$ cat src/rtl/arc4_pkg.sv
// rtl/arc4_pkg.sv - shared types and printable-range defaults for the plaintext checker
package arc4_pkg;

  typedef logic [7:0] byte_t;

  typedef enum logic [2:0] {
    IDLE,
    LEN_WAIT,
    LEN_LATCH,
    BYTE_WAIT,
    BYTE_CHECK
  } pt_state_e;

  localparam byte_t PT_LO = 8'h20;
  localparam byte_t PT_HI = 8'h7E;

endpackage

$ cat src/rtl/pt_range_cmp.sv
// rtl/pt_range_cmp.sv - combinational inclusive range compare on one plaintext byte
import arc4_pkg::*;

module pt_range_cmp #(
  parameter byte_t LO = PT_LO,
  parameter byte_t HI = PT_HI
) (
  input  logic [7:0] data_i,
  output logic       in_range_o
);

  assign in_range_o = (data_i >= LO) && (data_i <= HI);

endmodule

$ cat src/rtl/pt_check.sv
// rtl/pt_check.sv - length-prefixed plaintext printable-ASCII validator
// Optional PT_CHECK_EARLY_EXIT_EN: stop at the first bad byte instead of a constant-time scan.
import arc4_pkg::*;

module pt_check #(
  parameter byte_t LO = PT_LO,
  parameter byte_t HI = PT_HI
) (
  input  logic       clk,
  input  logic       rst_n,
  input  logic       en,
  output logic       rdy,
  output logic       valid,
  output logic [7:0] bad_idx,
  output logic [7:0] pt_addr,
  input  logic [7:0] pt_rddata
);

  pt_state_e state_q;
  logic      rdy_q;
  logic      valid_q;
  byte_t     bad_idx_q;
  byte_t     pt_addr_q;
  byte_t     idx_q;
  byte_t     len_q;
  logic      ok_q;
  logic      good;

  pt_range_cmp #(.LO(LO), .HI(HI)) u_range_cmp (
    .data_i     (pt_rddata),
    .in_range_o (good)
  );

  always_ff @(posedge clk or negedge rst_n) begin
    if (!rst_n) begin
      state_q   <= IDLE;
      rdy_q     <= 1'b1;
      valid_q   <= 1'b0;
      bad_idx_q <= 8'd0;
      pt_addr_q <= 8'd0;
      idx_q     <= 8'd0;
      len_q     <= 8'd0;
      ok_q      <= 1'b0;
    end else begin
      case (state_q)
        IDLE: begin
          if (en) begin
            rdy_q     <= 1'b0;
            valid_q   <= 1'b0;
            bad_idx_q <= 8'd0;
            pt_addr_q <= 8'd0;
            state_q   <= LEN_WAIT;
          end
        end
        LEN_WAIT: state_q <= LEN_LATCH;
        LEN_LATCH: begin
          len_q <= pt_rddata;
          if (pt_rddata == 8'd0) begin
            valid_q <= 1'b1;
            rdy_q   <= 1'b1;
            state_q <= IDLE;
          end else begin
            idx_q     <= 8'd1;
            ok_q      <= 1'b1;
            pt_addr_q <= 8'd1;
            state_q   <= BYTE_WAIT;
          end
        end
        BYTE_WAIT: state_q <= BYTE_CHECK;
        BYTE_CHECK: begin
          // ok_q gates the capture so bad_idx keeps the first failure only
          if (!good && ok_q) begin
            ok_q      <= 1'b0;
            bad_idx_q <= idx_q;
          end
`ifdef PT_CHECK_EARLY_EXIT_EN
          if (!good) begin
            valid_q <= 1'b0;
            rdy_q   <= 1'b1;
            state_q <= IDLE;
          end else if (idx_q == len_q) begin
            valid_q <= ok_q;
            rdy_q   <= 1'b1;
            state_q <= IDLE;
          end else begin
            idx_q     <= idx_q + 8'd1;
            pt_addr_q <= idx_q + 8'd1;
            state_q   <= BYTE_WAIT;
          end
`else
          if (idx_q == len_q) begin
            valid_q <= ok_q && good;
            rdy_q   <= 1'b1;
            state_q <= IDLE;
          end else begin
            idx_q     <= idx_q + 8'd1;
            pt_addr_q <= idx_q + 8'd1;
            state_q   <= BYTE_WAIT;
          end
`endif
        end
        default: begin
          state_q <= IDLE;
          rdy_q   <= 1'b1;
        end
      endcase
    end
  end

  assign rdy     = rdy_q;
  assign valid   = valid_q;
  assign bad_idx = bad_idx_q;
  assign pt_addr = pt_addr_q;

endmodule

$ cat config.mk
export PLATFORM = sky130hd
export DESIGN_NAME = pt_check
export DESIGN_NICKNAME = d
export VERILOG_FILES = /design/src/rtl/arc4_pkg.sv /design/src/rtl/pt_range_cmp.sv /design/src/rtl/pt_check.sv
export SDC_FILE = /design/constraint.sdc
export NUM_CORES = 1
export LEC_CHECK = 0
export CORE_MARGIN = 3
export CORE_UTILIZATION = 56
export DETAILED_ROUTE_END_ITERATION = 12
export PLACE_DENSITY = 0.81
export SLEW_MARGIN = 30
export SYNTH_ARGS = -nofsm -noshare
export SYNTH_HDL_FRONTEND = slang
export SYNTH_SLANG_ARGS = --single-unit
$ cat constraint.sdc
create_clock -name clk -period 5.9 [get_ports clk]
set_clock_uncertainty 0.15 [all_clocks]
set_input_delay 1.18 -clock clk [delete_from_list [all_inputs] [get_ports clk]]
set_output_delay 1.18 -clock clk [all_outputs]
set_load 0.005 [all_outputs]
==> summary.md <==
| Metric | Value |
|---|---|
| Final Max Tran Viols | `0` |
| Avg Inst Size Synth | `11.2 um^2` |
| Max-Cap Viols | `0` |
| Total GRT Usage | `0.203` |
| DP HPWL | `2690 um` |
| Dpl cells | `226` |
| Hold Crit Start | `pt_addr[2]$_DFFE_PN0P_` |
| Setup TNS | `0 ps` |
| Layout cells sized above 1 | `0.130` |
| Hold-fix buffers, CTS | `0` |
| Fin Hold WS | `356 ps` |
| Die Y | `62.4 um` |
| Vias per cell | `5.61` |
| Multi-input logic area | `751 um^2` |
| Core area | `2900 um^2` |
| Status | `completed` |
| Mapped cell area | `1780 um^2` |
| Dominant cells by area after synthesis | `dfrtp_1 52%, mux2_2 5.0%, xor2_1 3.9%` |
| Yosys warns | `0` |
| Via Count | `1312` |
| Register area share after synthesis | `0.534` |
| Setup crit start kind | `primary input` |
| Syn nets | `172` |
| Initial DRC Count | `53` |
| Max Freq | `342 MHz` |
| Cells after synthesis | `160` |
| Synth top area share | `0.519` |
| Post CTS Setup Buffer Count | `0` |
| R2R depth | `5` |
| Post-synth EDFFs | `0` |
| Post-DRT Antenna Nets | `0` |
| CTS tree | `built` |
| # port buffers | `28` |
| DP Worst Slack | `2590 ps` |
| GPL Wtd Cong | `0.883` |
| Worst Hold End | `pt_addr[2]$_DFFE_PN0P_` |
| Crit path DAT | `3000 ps` |
| Cell variety after synth | `38` |
| Area Growth Syn to Fin | `22.0%` |
| Leak | `0.899 nW` |
| Num rows | `19` |
| Nets | `203` |
| Resize count post-CTS | `0` |
| Clock sinks | `38` |
| Die area | `3900 um^2` |
| Most frequent cells after synthesis | `37 x dfrtp_1, 13 x inv_1, 12 x nand3_1` |
| CP Data Required Time | `5970 ps` |
| Clk root buf | `clkbuf_4` |
| DR DRC count | `0` |
| RSZ-0062 raised after global routing | `false` |
| FF+latch count, synth | `38` |
| Routed wire length | `3570 um` |
| # fillers | `226` |
| Final min period | `2920 ps` |
| Ys flop type | `dfrtp_1` |
| Worst slew margin | `0.677` |
| Worst hold path cell count | `1` |
| CP endpoint kind | `flop` |
| Slew @ Worst Pin | `484 ps` |
| Hold Vio Cnt, Final | `0` |
| Tightest Hold Check Type | `reg2reg` |
| DRT Pass-1 Iters | `4` |
| R2R Path Start | `idx_q[6]$_DFFE_PN0P_` |
| Htree depth | `2` |
| Total grt overflow | `0` |
| Overall power | `876 uW` |
| Top-Level Pins | `29` |
| Synth area leader | `dfrtp_1` |
| Final setup viols | `0` |
| Register area | `952 um^2` |
| Num CTS Buffers | `5` |
| Die Wd | `62.4 um` |
| Pin count of the biggest net entering global routing | `39` |
| WS Path Type | `in2reg` |
| Power Density | `403 nW/um^2` |
| Vias in the first global route | `1332` |
| CP Max Fanout | `16` |
| Worst-path clk slew | `100 ps` |
| Global-route wire length before repair | `6380 um` |
| Reg-to-Reg End | `state_q[1]$_DFFE_PN0N_` |
| Clock Latency Late Sink | `350 ps` |
| Setup slack after layout | `2980 ps` |
| Flop-to-flop setup slack | `3820 ps` |
| Most common cell in the netlist | `dfrtp_1` |
| Fin crit share | `0.496` |
| Antenna violations before repair | `0` |
| Peak supply drop | `0.000342 V` |
| WL/cell | `15.3 um` |
| Number of diodes | `0` |
| Ys async rst share | `1.00` |
| Initial Utilization | `0.615` |
| Post-Layout Cell Count | `234` |
| Clock Path Buffers | `2` |
## power by group
| group | leakage, nW | switching, mW | internal, mW |
|---|---|---|---|
| sequential | 0.488 | 0.0596 | 0.327 |
| clock | 0.0450 | 0.0837 | 0.0878 |
| combinational | 0.366 | 0.166 | 0.152 |
| total | 0.899 | 0.310 | 0.567 |
## registers in the layout, summed over array words and instances (netlist names)
signal	count
len_q	8
bad_idx	8
state_q	3
ok_q	1
idx_q	8
rdy	1
pt_addr	8
valid	1
## layer usage
metal  routed length, um  GRT usage
met1                1610      0.270
met5                   0          0
met3                 204     0.0540
met4                  40     0.0634
met2                1720      0.324
## stage by stage
stage          utilization  instance area (um^2)
5_1_grt              0.751                  2180
3_3_place_gp         0.724                  2100
4_1_cts              0.751                  2180
2_1_floorplan            -                  1780
6_report             0.751                  2180
3_5_place_dp         0.724                  2100
## logic make-up after synthesis
kind of cell,synth area share
buf+inv,0.0456
flops,0.534
mux,0.0834
xor+xnor,0.0687
simple gates,0.127
compound gates,0.135
fa+ha+maj,0.00701
## worst max-delay path by stage
| stage | startpoint | to | slack (ps) | depth (start not counted) |
|---|---|---|---|---|
| detailed placement | pt_rddata[5] | bad_idx[7]$_DFFE_PN0P_ | 2590 | 6 |
| floorplan | pt_rddata[5] | bad_idx[1]$_DFFE_PN0P_ | 3300 | 7 |
| finish | pt_rddata[5] | bad_idx[2]$_DFFE_PN0P_ | 2980 | 6 |
| global placement | pt_rddata[5] | bad_idx[3]$_DFFE_PN0P_ | 2720 | 6 |
| CTS | pt_rddata[5] | bad_idx[7]$_DFFE_PN0P_ | 2970 | 6 |
| global route | pt_rddata[6] | bad_idx[2]$_DFFE_PN0P_ | 2920 | 6 |
## placed cells by master (no fill, tap or decap), drive strengths merged
cell / n
a21oi: 3
buf: 2
nand3: 12
and4: 1
o2bb2ai: 2
o21bai: 1
a21o: 1
nor4: 5
nor2: 8
o21ai: 14
mux2: 12
a41oi: 1
mux2i: 1
nor3: 3
nand2b: 1
clkinv: 2
nand2: 9
clkbuf: 5
a211oi: 1
xnor2: 6
a22o: 4
o22a: 1
bufinv: 1
clkdlybuf4s50: 28
a31oi: 3
o22ai: 2
o211a: 1
dfstp: 1
inv: 13
xor2: 8
o32a: 1
dfrtp: 37
or3b: 1
ha: 1
## area by class of cell
| class | instances | share of cell area |
|---|---|---|
| Sequential cell | 38 | 0.437 |
| Multi-Input combinational cell | 103 | 0.345 |
| Timing Repair Buffer | 30 | 0.136 |
| Clock inverter | 3 | 0.0184 |
| Clock buffer | 5 | 0.0172 |
| Inverter | 13 | 0.0224 |
| Tap cell | 42 | 0.0241 |
## critical path, cell delays in order
cell and delay [ps]:
clkdlybuf4s50_1 530, and4_1 210, a41oi_1 190, or3b_1 640, nand3_1 180, o21ai_1 70
No activity file was read; power rests on OpenSTA's default activity.
